### src/rtl/cpu_types_pkg.sv
// Shared CPU memory-side types: RAM status, word type, arbiter state and latched request.
// Default arbitration constants live here so the arbiter and its users agree on them.
package cpu_types_pkg;

    typedef logic [31:0] word_t;

    typedef enum logic [1:0] {FREE, BUSY, ACCESS, ERROR} ramstate_t;

    typedef enum logic [1:0] {IDLE, IGNT, DGNT, DONE} arb_state_t;

    localparam int DSTREAK_MAX_DEF = 4;
    localparam int TIMEOUT_CYC_DEF = 64;

    // Request captured at arbitration; drives the RAM port for the whole grant.
    typedef struct packed {
        logic  wen;
        word_t addr;
        word_t store;
    } ram_req_t;

endpackage

### src/rtl/mem_arbiter_if.sv
// Request/RAM bundle around mem_arbiter: master is the requester/RAM side, slave is the arbiter.
// Waits are combinational, so requesters see service in the same cycle the RAM reports ACCESS.
interface mem_arbiter_if;
    import cpu_types_pkg::*;

    logic      iREN;
    word_t     iaddr;
    logic      dREN;
    logic      dWEN;
    word_t     daddr;
    word_t     dstore;
    word_t     ramload;
    ramstate_t ramstate;
    logic      iwait;
    logic      dwait;
    word_t     iload;
    word_t     dload;
    logic      ramREN;
    logic      ramWEN;
    word_t     ramaddr;
    word_t     ramstore;
    logic      timeout;

    modport master (
        output iREN, iaddr, dREN, dWEN, daddr, dstore, ramload, ramstate,
        input  iwait, dwait, iload, dload, ramREN, ramWEN, ramaddr, ramstore, timeout
    );

    modport slave (
        input  iREN, iaddr, dREN, dWEN, daddr, dstore, ramload, ramstate,
        output iwait, dwait, iload, dload, ramREN, ramWEN, ramaddr, ramstore, timeout
    );

endinterface

### src/rtl/mem_arb_streak.sv
// Counts consecutive data completions while fetch is pending; ifetch_force overrides data priority.
// Updates one cycle after a completion; no backpressure, purely observes completions.
module mem_arb_streak
    import cpu_types_pkg::*;
#(
    parameter int DSTREAK_MAX = DSTREAK_MAX_DEF
) (
    input  logic CLK,
    input  logic nRST,
    input  logic icomp,
    input  logic dcomp,
    input  logic iren,
    output logic ifetch_force
);

    logic [2:0] streak;

    always_ff @(posedge CLK or negedge nRST) begin
        if (!nRST) begin
            streak <= 3'd0;
        end else if (icomp || (dcomp && !iren)) begin
            streak <= 3'd0;
        end else if (dcomp && streak != 3'd7) begin
            streak <= streak + 3'd1;
        end
    end

    assign ifetch_force = iren && (streak == 3'(DSTREAK_MAX));

endmodule

### src/rtl/mem_arbiter.sv
// Single-port RAM arbiter between fetch and data: one transaction per grant, DONE bubble after each.
// Grant one cycle after arbitration, holds on BUSY/ERROR; MEMARB_TIMEOUT_EN adds a sticky watchdog abort.
module mem_arbiter
    import cpu_types_pkg::*;
#(
    parameter int DSTREAK_MAX = DSTREAK_MAX_DEF
`ifdef MEMARB_TIMEOUT_EN
    , parameter int TIMEOUT_CYC = TIMEOUT_CYC_DEF
`endif
) (
    input  logic          CLK,
    input  logic          nRST,
    mem_arbiter_if.slave  bus
);

    arb_state_t state, state_nxt;
    ram_req_t   req_q;
    logic       dreq, access, in_gnt, icomp, dcomp;
    logic       take_d, take_i, ifetch_force, abort;

    assign dreq   = bus.dREN || bus.dWEN;
    assign access = (bus.ramstate == ACCESS);
    assign in_gnt = (state == IGNT) || (state == DGNT);
    assign icomp  = (state == IGNT) && access;
    assign dcomp  = (state == DGNT) && access;
    assign take_d = (state == IDLE) && dreq && !ifetch_force;
    assign take_i = (state == IDLE) && !take_d && bus.iREN;

    mem_arb_streak #(.DSTREAK_MAX(DSTREAK_MAX)) u_streak (
        .CLK          (CLK),
        .nRST         (nRST),
        .icomp        (icomp),
        .dcomp        (dcomp),
        .iren         (bus.iREN),
        .ifetch_force (ifetch_force)
    );

`ifdef MEMARB_TIMEOUT_EN
    logic [6:0] wd_cnt;
    logic       timeout_q;

    assign abort = in_gnt && !access && (wd_cnt == 7'(TIMEOUT_CYC - 1));

    always_ff @(posedge CLK or negedge nRST) begin
        if (!nRST) begin
            wd_cnt    <= 7'd0;
            timeout_q <= 1'b0;
        end else begin
            if (take_d || take_i) begin
                wd_cnt <= 7'd0;
            end else if (in_gnt && !access) begin
                wd_cnt <= wd_cnt + 7'd1;
            end
            if (abort) begin
                timeout_q <= 1'b1;
            end
        end
    end

    assign bus.timeout = timeout_q;
`else
    assign abort       = 1'b0;
    assign bus.timeout = 1'b0;
`endif

    always_ff @(posedge CLK or negedge nRST) begin
        if (!nRST) begin
            state <= IDLE;
        end else begin
            state <= state_nxt;
        end
    end

    always_comb begin
        state_nxt = state;
        unique case (state)
            IDLE: begin
                if (take_d) begin
                    state_nxt = DGNT;
                end else if (take_i) begin
                    state_nxt = IGNT;
                end
            end
            // ERROR is not ACCESS, so it simply holds the grant like BUSY.
            IGNT, DGNT: begin
                if (access || abort) begin
                    state_nxt = DONE;
                end
            end
            DONE:    state_nxt = IDLE;
            default: state_nxt = IDLE;
        endcase
    end

    always_ff @(posedge CLK or negedge nRST) begin
        if (!nRST) begin
            req_q <= '0;
        end else if (take_d) begin
            req_q <= '{wen: bus.dWEN, addr: bus.daddr, store: bus.dstore};
        end else if (take_i) begin
            req_q <= '{wen: 1'b0, addr: bus.iaddr, store: '0};
        end
    end

    // Write wins when dREN and dWEN are both set: req_q.wen was latched from dWEN alone.
    assign bus.ramREN   = (state == IGNT) || ((state == DGNT) && !req_q.wen);
    assign bus.ramWEN   = (state == DGNT) && req_q.wen;
    assign bus.ramaddr  = in_gnt ? req_q.addr  : '0;
    assign bus.ramstore = in_gnt ? req_q.store : '0;

    // A dropped request sees wait=0 and a zero load; its RAM result is discarded.
    assign bus.iwait = bus.iREN && !icomp;
    assign bus.dwait = dreq && !dcomp;
    assign bus.iload = (bus.iREN && icomp) ? bus.ramload : '0;
    assign bus.dload = (bus.dREN && dcomp) ? bus.ramload : '0;

endmodule

### src/flat_wrapper.sv
// flat-port wrapper written by rule: the top's interface ports become plain ports
module mem_arbiter_flat import cpu_types_pkg::*;
#(
    parameter int DSTREAK_MAX = DSTREAK_MAX_DEF

)
  (CLK, nRST, bus_iREN, bus_iaddr, bus_dREN, bus_dWEN, bus_daddr, bus_dstore, bus_ramload, bus_ramstate, bus_iwait, bus_dwait, bus_iload, bus_dload, bus_ramREN, bus_ramWEN, bus_ramaddr, bus_ramstore, bus_timeout);
  mem_arbiter_if bus_i ();
  input  logic CLK;
  input  logic nRST;
  input wire logic [$bits(bus_i.iREN)-1:0] bus_iREN;
  input wire logic [$bits(bus_i.iaddr)-1:0] bus_iaddr;
  input wire logic [$bits(bus_i.dREN)-1:0] bus_dREN;
  input wire logic [$bits(bus_i.dWEN)-1:0] bus_dWEN;
  input wire logic [$bits(bus_i.daddr)-1:0] bus_daddr;
  input wire logic [$bits(bus_i.dstore)-1:0] bus_dstore;
  input wire logic [$bits(bus_i.ramload)-1:0] bus_ramload;
  input wire logic [$bits(bus_i.ramstate)-1:0] bus_ramstate;
  output wire logic [$bits(bus_i.iwait)-1:0] bus_iwait;
  output wire logic [$bits(bus_i.dwait)-1:0] bus_dwait;
  output wire logic [$bits(bus_i.iload)-1:0] bus_iload;
  output wire logic [$bits(bus_i.dload)-1:0] bus_dload;
  output wire logic [$bits(bus_i.ramREN)-1:0] bus_ramREN;
  output wire logic [$bits(bus_i.ramWEN)-1:0] bus_ramWEN;
  output wire logic [$bits(bus_i.ramaddr)-1:0] bus_ramaddr;
  output wire logic [$bits(bus_i.ramstore)-1:0] bus_ramstore;
  output wire logic [$bits(bus_i.timeout)-1:0] bus_timeout;
  assign bus_i.iREN = bus_iREN;
  assign bus_i.iaddr = bus_iaddr;
  assign bus_i.dREN = bus_dREN;
  assign bus_i.dWEN = bus_dWEN;
  assign bus_i.daddr = bus_daddr;
  assign bus_i.dstore = bus_dstore;
  assign bus_i.ramload = bus_ramload;
  assign bus_i.ramstate = bus_ramstate;
  assign bus_iwait = bus_i.iwait;
  assign bus_dwait = bus_i.dwait;
  assign bus_iload = bus_i.iload;
  assign bus_dload = bus_i.dload;
  assign bus_ramREN = bus_i.ramREN;
  assign bus_ramWEN = bus_i.ramWEN;
  assign bus_ramaddr = bus_i.ramaddr;
  assign bus_ramstore = bus_i.ramstore;
  assign bus_timeout = bus_i.timeout;
  mem_arbiter #(.DSTREAK_MAX(DSTREAK_MAX)) u_core (.CLK(CLK), .nRST(nRST), .bus(bus_i));
endmodule
### config.mk
export PLATFORM = sky130hd
export DESIGN_NAME = mem_arbiter_flat
export DESIGN_NICKNAME = d
export VERILOG_FILES = /design/src/rtl/cpu_types_pkg.sv /design/src/rtl/mem_arbiter_if.sv /design/src/rtl/mem_arb_streak.sv /design/src/rtl/mem_arbiter.sv /design/src/flat_wrapper.sv
export SDC_FILE = /design/constraint.sdc
export NUM_CORES = 1
export LEC_CHECK = 0
export ABC_AREA = 1
export ABC_CLOCK_PERIOD_IN_PS = 2200
export CAP_MARGIN = 20
export CORE_MARGIN = 3
export CORE_UTILIZATION = 37
export CTS_BUF_LIST = sky130_fd_sc_hd__clkbuf_4 sky130_fd_sc_hd__clkbuf_8 sky130_fd_sc_hd__clkbuf_16
export DETAILED_ROUTE_END_ITERATION = 12
export PLACE_DENSITY = 0.91
export RECOVER_POWER = 25
export SLEW_MARGIN = 20
export SYNTH_ARGS = -nofsm -noshare
export SYNTH_HDL_FRONTEND = slang
export SYNTH_SLANG_ARGS = --single-unit
### constraint.sdc
create_clock -name CLK -period 2.2 [get_ports CLK]
set_input_delay 0.33 -clock CLK [delete_from_list [all_inputs] [get_ports CLK]]
set_output_delay 0.33 -clock CLK [all_outputs]
set_load 0.02 [all_outputs]
**After elaboration in Yosys (flattened, before gate mapping)**

Cells that the tools add are included.
W data, S select, Z words.

- Input port bits: 135
- Word-level logic and storage cells: 56
- Flip-flop bits (word level): 70
- Output and inout port bits: 133

- Equality and inequality tests: 8
- Reductions and logical operators: 30
- Add/sub/neg operators: 1
- Mux-type cells: 12

Operators with widths:

| cell | count |
|---|---|
| $mux W65 | 2 |
| $mux W32 | 4 |
| $logic_and A1 B1 Y1 | 15 |
| $eq A2 B2 Y1 const B | 3 |
| $logic_not A1 Y1 | 6 |
| $mux W2 | 3 |
| $mux W3 | 2 |
| $pmux W2 S3 | 1 |
| $logic_or A1 B1 Y1 | 4 |
| $reduce_bool A2 Y1 | 2 |
| $add A3 B1 Y3 const B | 1 |
| $eq A3 B3 Y1 const B | 1 |
| $ne A3 B1 Y1 const B | 1 |
| $ne A3 B3 Y1 const B | 1 |
| $eq A2 B1 Y1 const B | 1 |
| $logic_not A2 Y1 | 1 |
| $ne A2 B1 Y1 const B | 1 |
| $reduce_and A2 Y1 | 1 |
| $reduce_or A2 Y1 | 1 |

**Logic depth before layout (Yosys ltp)**

Gate-level depths: netlist of the first run.

- Depth in word-level cells: 10
- Gate-level depth with buffers: 9
- Gate-level depth less buffers: 8

**Cells and area by module**

From an unflattened synthesis of the first run, not the netlist that was laid out.

- Cells, all modules: 628
- Area total of the unflattened synthesis: 4,021.4 um2

By module, submodules not included:

| module | seq. area each (um2) | area each (um2) | times used | cells an instance |
|---|---|---|---|---|
| mem_arbiter | 1,676.6 | 3,822.4 | 1 | 602 |
| mem_arb_streak | 75.1 | 198.9 | 1 | 26 |

**Least setup slack after synthesis of the first run**

OpenSTA, ideal clock, no wires.

- Path type: reg-to-output
- Start: reg u_core.state[0]
- End: out bus_ramaddr[0]
- Setup slack: 0.393 ns
- Cell stages (with the launch flop): 7
- Path buffers: 2
- Data required time: 1.870 ns
- Arrival time: 1.477 ns
- Cells stage by stage: dfrtp_1 inv_1 ha_1 clkbuf_1 clkbuf_1 nand2_1 inv_1

- Longest elaborated chain between the ends: 3
- Elaborated cells on any way between the ends: 4
- Those cells by class: 2 x eq/ne; 1 x mux; 1 x reduce/logical

Ends and longest elaborated chain:

| what | line | text |
|---|---|---|
| from (decl) | mem_arbiter.sv:16 | `arb_state_t state, state_nxt;` |
| from (signal assigned) | mem_arbiter.sv:70 | `state <= state_nxt;` |
| $eq A2 B1 Y1 or $eq A2 B2 Y1 (tied branches) | mem_arbiter.sv:23 | `assign in_gnt = (state == IGNT) \|\| (state == DGNT);` |
| $logic_or A1 B1 Y1 * | mem_arbiter.sv:23 |  |
| $mux W32 * | mem_arbiter.sv:108 | `assign bus.ramaddr = in_gnt ? req_q.addr : '0;` |
| to (decl) | flat_wrapper.sv:25 | `output wire logic [$bits(bus_i.ramaddr)-1:0] bus_ramaddr;` |

Mark *: on every way between the ends. The rest lies on a longest branch, timed or not.

**Worst setup path in the final report of the first run**

- Start: reg u_core.state[0]
- End: out bus_dload[27]

- Longest elaborated chain between the ends: 4

Ends and longest elaborated chain:

| what | line | text |
|---|---|---|
| $eq A2 B2 Y1 | mem_arbiter.sv:25 | `assign dcomp = (state == DGNT) && access;` |
| $logic_and A1 B1 Y1 | mem_arbiter.sv:25 |  |
| $logic_and A1 B1 Y1 | mem_arbiter.sv:115 | `assign bus.dload = (bus.dREN && dcomp) ? bus.ramload : '0;` |
| $mux W32 | mem_arbiter.sv:115 |  |
| to (decl) | flat_wrapper.sv:22 | `output wire logic [$bits(bus_i.dload)-1:0] bus_dload;` |

Every way passes these cells.

==> results.txt, run 1 <==
routability cong. = 0.874
Yosys top cell by area = dfrtp_1
CTS Root Cell = clkbuf_16
port bufs = 266
area delta synth->final = 68.1%
RSZ-0062 raised after global routing = no
min Tclk post-route = 2.09 ns
Slew headroom = 43.1%
fill cell count = 973
slowest CP cell = dfrtp_1
worst skew pair latency = 0.32 ns
Die Span Y = 113 um
Leak = 4.26 nW
Initial DRC Count = 358
crit path DAT = 1.76 ns
crit path cell chain = inv_2 > ha_2 > nand3_1 > inv_2 > nand2_2 > clkbuf_16 > nor2_1 > buf_2
CTS Sinks = 70
CORE AREA = 11,000 sq um
Total GRT Usage = 23.3%
Diodes inserted = 0
pin slew with the least headroom to its limit = 0.853 ns
register area share after synthesis = 41.2%
FF+latch count, synth = 70
YS warnings = 0
Max Clk Rate = 0.479 GHz
Worst setup EP type = output pin
die area = 12,800 sq um
largest net degree at the start of global routing = 40
Setup crit start = u_core.state[0]$_DFFE_PN0P_
hpwl dp = 11,800 um
final setup vio count = 0
most frequent cell after synthesis = nand2_1
Synth Instances = 656
Max Root-Sink Buffers = 2
syn_nets = 798
Hold Crit Start = u_core.req_q[29]$_DFFE_PN0P_
CP Class = register to output pin
chip width = 113 um
WL per Instance = 14.7 um
share of cells above drive strength 1 = 15.4%
crit-path most repeated cell = inv_2
routed wire length = 15,600 um
Clock transition at path regs = 0.05 ns
DR pass1 iterations = 5
number of antenna violations at the first check in global routing = 0
final worst slack = 0.112 ns
Post-CTS Setup Inserts = 0
Via Count = 4,975
Residual DRC = 0
GRT Residual Overflow = 0
Final Hold Fails = 0
first-pass GRT wire length = 24,000 um
startpoint types = register
peak supply drop = 0.963 mV
Final Core Density = 64.7%
Max Fanout on Critical Path = 16
worst stage delay on the critical path = 0.39 ns
Unique masters post-synth = 20
total power = 0.00980 W
top_reg_cell synth = dfrtp_1
Setup WS pre-CTS = -0.159 ns
final slew viol count = 0
top post-synthesis cells by count = nand2_1, inv_1, nand3_1, dfrtp_1, nor2_1
largest cells by area after synthesis = dfrtp_1, nand2_1, inv_1, nand3_1, nor2_1
starting density of the core = 38.5%
post-synthesis async set-or-reset flop share = 100%
status = finished clean
num rows = 38
Final period util = 94.9%
Worst Hold Class = register to register
number of synthesized flops with an enable pin = 0
number of global-route vias before repair = 4,753
H-tree depth = 3
synthesized area per cell = 6.48 sq um
top-area cell type share of the netlist area = 41.2%
PwrDens = 1370 nW/um^2
Hold WS = 0.496 ns
TritonCTS clock tree = yes
Antenna Nets Post-Route = 0
Crit Reg-Reg Startpoint = u_core.u_streak.streak[0]$_DFFE_PN0P_
IO Count = 268
cell area after synthesis = 4250 sq um
Vias/cell = 4.69
required time of the critical path = 1.87 ns
Worst Clk Skew = 0.00692 ns
MaxCap Viol Count = 0
Final nets = 1,059
CTS Buf Count = 9
-- timing repair --
action / 4_1_cts / 5_1_grt
cloned: 0 / 1
setup endpoints to repair: 131 / 128
resized for setup: 253 / 125
hold buffers: 1 / 0
endpoints found under the hold margin: 31 / 0
-- sequential cells by signal, indices dropped and copies added, names as in the netlist --
register	count
u_core.state	2
u_core.req_q	65
u_core.u_streak.streak	3
-- layout by cell type, fill, tap and decap left out, types with 21 or more instances in the layout --
master / n
nand3_1: 104
dlygate4sd2_1: 21
clkdlybuf4s50_1: 133
buf_2: 29
clkbuf_2: 46
nand2_1: 181
inv_1: 140
nor2_1: 65
o21ai_0: 23
dfrtp_1: 70
-- cells by family (layout without fill, tap and decap cells) --
logic type	Yosys count	after routing	share of synthesized area, %
AO/OA/AOI/OAI	37	37	4.42
buffers and inverters	184	449	17.1
AND/OR/NAND/NOR	357	357	35.1
adder cells (fa/ha/maj)	7	7	2.06
flip-flops	70	70	41.2
other	1	1	0.0883
-- per-layer routing --
metal | GRT usage, % | vias to the layer above | part of all wire, % | wire (um)
met5 | 0 | - | 0 | 0
li1 | - | 2470 | - | -
met1 | 24.9 | 2252 | 35 | 5510
met4 | 9.54 | 0 | 3.9 | 607
met3 | 5.83 | 38 | 7.8 | 1220
met2 | 43.3 | 215 | 53 | 8260
-- stage by stage --
stage          TNS, ns  cells  area [sq um]
3_3_place_gp     -4.53   1044          7200
4_1_cts        -0.0167   1060          7490
3_5_place_dp     -5.80   1044          7200
2_1_floorplan        0    656          4250
6_report             0   1061          7140
5_1_grt              0   1061          7140
-- report_power, final --
group	switching (W)	total (W)	leakage, nW	internal, W
Clock	0.000527	0.00145	0.142	0.000928
Combinational	0.00370	0.00610	3.27	0.00240
Sequential	0.000330	0.00224	0.850	0.00191
Total	0.00456	0.00980	4.26	0.00524
-- worst paths after layout --
path | to | slack, ns | depth (start not counted)
worst max-delay path | bus_dload[27] | 0.11 | 8
worst min-delay path | u_core.req_q[29]$_DFFE_PN0P_ | 0.50 | 2
worst max register to register | u_core.req_q[62]$_DFFE_PN0P_ | 0.59 | 7
worst min register to register | u_core.req_q[29]$_DFFE_PN0P_ | 0.50 | 2
max in group asynchronous | u_core.req_q[61]$_DFFE_PN0P_ | 0.40 | 3
min in group asynchronous | u_core.req_q[57]$_DFFE_PN0P_ | 0.66 | 2
-- worst max-delay path, delay by kind of cell (launching register included) --
kind	cells	cell delay, ns
flip-flops	1	0.39
buffers and inverters	4	0.55
adder cells (fa/ha/maj)	1	0.20
AND/OR/NAND/NOR	3	0.31
-- final cells by class --
cell class / instances / area [sq um] / area share [%]
inverter: 144 / 541 / 7.57
timing repair buffer: 290 / 2580 / 36.1
clock buffer: 12 / 254 / 3.56
sequential: 70 / 1750 / 24.5
clock inverter: 3 / 45.0 / 0.631
multi-input combinational: 402 / 1800 / 25.2
tap: 140 / 175 / 2.45
No activity file was read; power rests on OpenSTA's default activity.
==> run 2: changes to the inputs <==
- CTS_CLUSTER_SIZE: not set -> 25
==> results of run 2 <==
No change in the layout: final DEF, timing and power equal those of run 1.
==> run 3: changes to the inputs <==
- CELL_PAD_IN_SITES_DETAIL_PLACEMENT: not set -> 0
- CELL_PAD_IN_SITES_GLOBAL_PLACEMENT: not set -> 1
- CORE_UTILIZATION: 37 -> 24
==> run 3 against run 2 <==
Sequential share of layout area up 0.10 points. Final area down 0.42%. Worst hold slack worse by 0.0014 ns. Via count down 0.74%. Clock skew about the same. Cell count up 8.2%. Non-clock buffer count unchanged. Count of clock-buffer cells in the layout unchanged. Core utilization down 24 points. Routed wire length up 2.1%. Critical endpoint is now bus_ramaddr[27].
==> results.txt, run 3 (same netlist as run 1, synthesis figures left out) <==
status = finished clean (unchanged)
Leak = 4.20 nW (was 4.26 nW)
num rows = 48 (was 38)
port bufs = 266 (unchanged)
peak supply drop = 0.496 mV (was 0.963 mV)
share of cells above drive strength 1 = 19.1% (was 15.4%)
Worst setup EP type = output pin (unchanged)
final setup vio count = 0 (unchanged)
multi-input combinational cell area = 1790 sq um (was 1800 sq um)
Vias/cell = 4.30 (was 4.69)
CTS Sinks = 70 (unchanged)
crit path DAT = 1.83 ns (was 1.76 ns)
H-tree depth = 3 (unchanged)
number of global-route vias before repair = 4,700 (was 4,753)
WL per Instance = 13.9 um (was 14.7 um)
register area = 1750 sq um (unchanged)
CTS Buf Count = 9 (unchanged)
Fin Setup TNS = 0 ns (unchanged)
Hold Crit Start = u_core.req_q[28]$_DFFE_PN0P_ (was u_core.req_q[29]$_DFFE_PN0P_)
largest net degree at the start of global routing = 41 (was 40)
first-pass GRT wire length = 24,400 um (was 24,000 um)
PwrDens = 1330 nW/um^2 (was 1370 nW/um^2)
Via Count = 4,938 (was 4,975)
Worst Clk Skew = 0.00737 ns (was 0.00692 ns)
chip width = 139 um (was 113 um)
r2r endpoint = u_core.req_q[38]$_DFFE_PN0P_ (was u_core.req_q[62]$_DFFE_PN0P_)
Total GRT Usage = 15.6% (was 23.3%)
DR pass1 iterations = 4 (was 5)
biggest regs = u_core.req_q x65, u_core.u_streak.streak x3, u_core.state x2 (unchanged)
Worst Hold Class = register to register (unchanged)
routed wire length = 15,900 um (was 15,600 um)
TritonCTS clock tree = yes (unchanged)
Residual DRC = 0 (unchanged)
area delta synth->final = 67.4% (was 68.1%)
Slew headroom = 45.3% (was 43.1%)
Final Hold Fails = 0 (unchanged)
CORE AREA = 17,300 sq um (was 11,000 sq um)
CP Class = register to output pin (unchanged)
Max Fanout on Critical Path = 35 (was 16)
max FFs per register = 65 (unchanged)
leading cell type in the layout, fill and taps excluded = nand2_1 (unchanged)
startpoint types = register (unchanged)
GRT Residual Overflow = 0 (unchanged)
min Tclk post-route = 2.16 ns (was 2.09 ns)
Initial DRC Count = 192 (was 358)
Final period util = 98.1% (was 94.9%)
Setup crit start = u_core.state[1]$_DFFE_PN0P_ (was u_core.state[0]$_DFFE_PN0P_)
Antenna Nets Post-Route = 0 (unchanged)
R2R cell count = 9 (was 7)
Biggest register = u_core.req_q (unchanged)
final slew viol count = 0 (unchanged)
routability cong. = 0.891 (was 0.874)
Max Root-Sink Buffers = 2 (unchanged)
starting density of the core = 24.6% (was 38.5%)
Crit Reg-Reg Startpoint = u_core.state[1]$_DFFE_PN0P_ (was u_core.u_streak.streak[0]$_DFFE_PN0P_)
Die Span Y = 139 um (was 113 um)
flop-to-flop setup slack = 0.59 ns (about the same)
die area = 19,300 sq um (was 12,800 sq um)
Hold WS = 0.495 ns (was 0.496 ns)
Clock transition at path regs = 0.06 ns (was 0.05 ns)
fill cell count = 1,888 (was 973)
Critical Path End = bus_ramaddr[27] (was bus_dload[27])
number of antenna violations at the first check in global routing = 1 (was 0)
pin slew with the least headroom to its limit = 0.820 ns (was 0.853 ns)
Max Clk Rate = 0.463 GHz (was 0.479 GHz)
required time of the critical path = 1.87 ns (about the same)
IO Count = 268 (unchanged)
RSZ-0062 raised after global routing = yes (was no)
hpwl dp = 11,900 um (was 11,800 um)
commonest non-fill, non-tap cells in the layout = nand2_1, inv_1, clkdlybuf4s50_1 (unchanged)
CTS Root Cell = clkbuf_16 (unchanged)
Final nets = 1,059 (unchanged)
worst skew pair latency = 0.33 ns (was 0.32 ns)
MaxCap Viol Count = 0 (unchanged)
-- run 3: changes by cell type in the layout (fill, tap and decap cells not counted), moves of 3 or more --
cell and delta:
dlygate4sd2_1 -18, clkdlybuf4s15_2 +8, inv_1 +3, clkdlybuf4s15_1 -19, inv_2 -3, buf_2 -7, clkbuf_2 +36, clkinv_2 +3
-- run 3: routing by layer --
| layer | vias up | share of wire, % | GRT usage, % |
|---|---|---|---|
| met1 | 2245 | 41 | 17.7 |
| met5 | - | 0 | 0 |
| met2 | 200 | 49 | 27.7 |
| met4 | 0 | 3.2 | 6.80 |
| li1 | 2465 | - | - |
| met3 | 28 | 6.6 | 4.14 |
-- run 3: cell type report --
class,instances,area share (%)
Timing Repair Buffer,290,34.8
Multi-Input combinational cell,402,25.1
Sequential cell,70,24.6
Inverter,144,7.60
Tap cell,225,3.96
Clock buffer,12,3.57
Clock inverter,4,0.317
Antenna cell,1,0.0352
-- run 3: stage by stage --
stage	cell area [sq um]	setup WS (ns)	total power (W)	std cells	utilization, %
2_1_floorplan	4250	0.393	0.00581	656	-
3_3_place_gp	7310	-0.127	0.00876	1128	42.3
3_5_place_dp	7310	-0.149	0.00881	1128	42.3
4_1_cts	7610	-0.00373	0.00985	1145	44.0
5_1_grt	7110	-0.0751	0.0103	1148	41.1
6_report	7110	0.0414	0.00944	1148	41.1
-- run 3: power breakdown --
group          switching (W)  leakage, nW  internal, W
registers           0.000308        0.850      0.00191
clock network       0.000558        0.139     0.000814
logic                0.00366         3.21      0.00218
-- run 3: worst min path at each step --
| stage | end | cells after the start | slack (ns) |
|---|---|---|---|
| global placement | u_core.req_q[55]$_DFFE_PN0P_ | 1 | 0.32 |
| detailed placement | u_core.req_q[55]$_DFFE_PN0P_ | 1 | 0.31 |
| CTS | u_core.req_q[55]$_DFFE_PN0P_ | 2 | 0.49 |
| global route | u_core.req_q[28]$_DFFE_PN0P_ | 2 | 0.52 |
| floorplan | u_core.req_q[0]$_DFFE_PN0P_ | 0 | 0.03 |
| finish | u_core.req_q[28]$_DFFE_PN0P_ | 2 | 0.50 |
-- run 3: critical path, stage by stage (launching register included) --
cell	delay [ns]
dfrtp_1	0.37
inv_1	0.09
ha_2	0.40
buf_12	0.21
nand2_1	0.07
inv_1	0.07
clkdlybuf4s15_2	0.27
-- run 3: repair_timing --
item / 4_1_cts / 5_1_grt
hold buffers: 1 / 0
setup endpoints to repair: 132 / 129
endpoints found under the hold margin: 30 / 0
cloned: 0 / 1
pin swaps: 0 / 2
buffers inserted: 0 / 1
gates resized for setup: 274 / 151
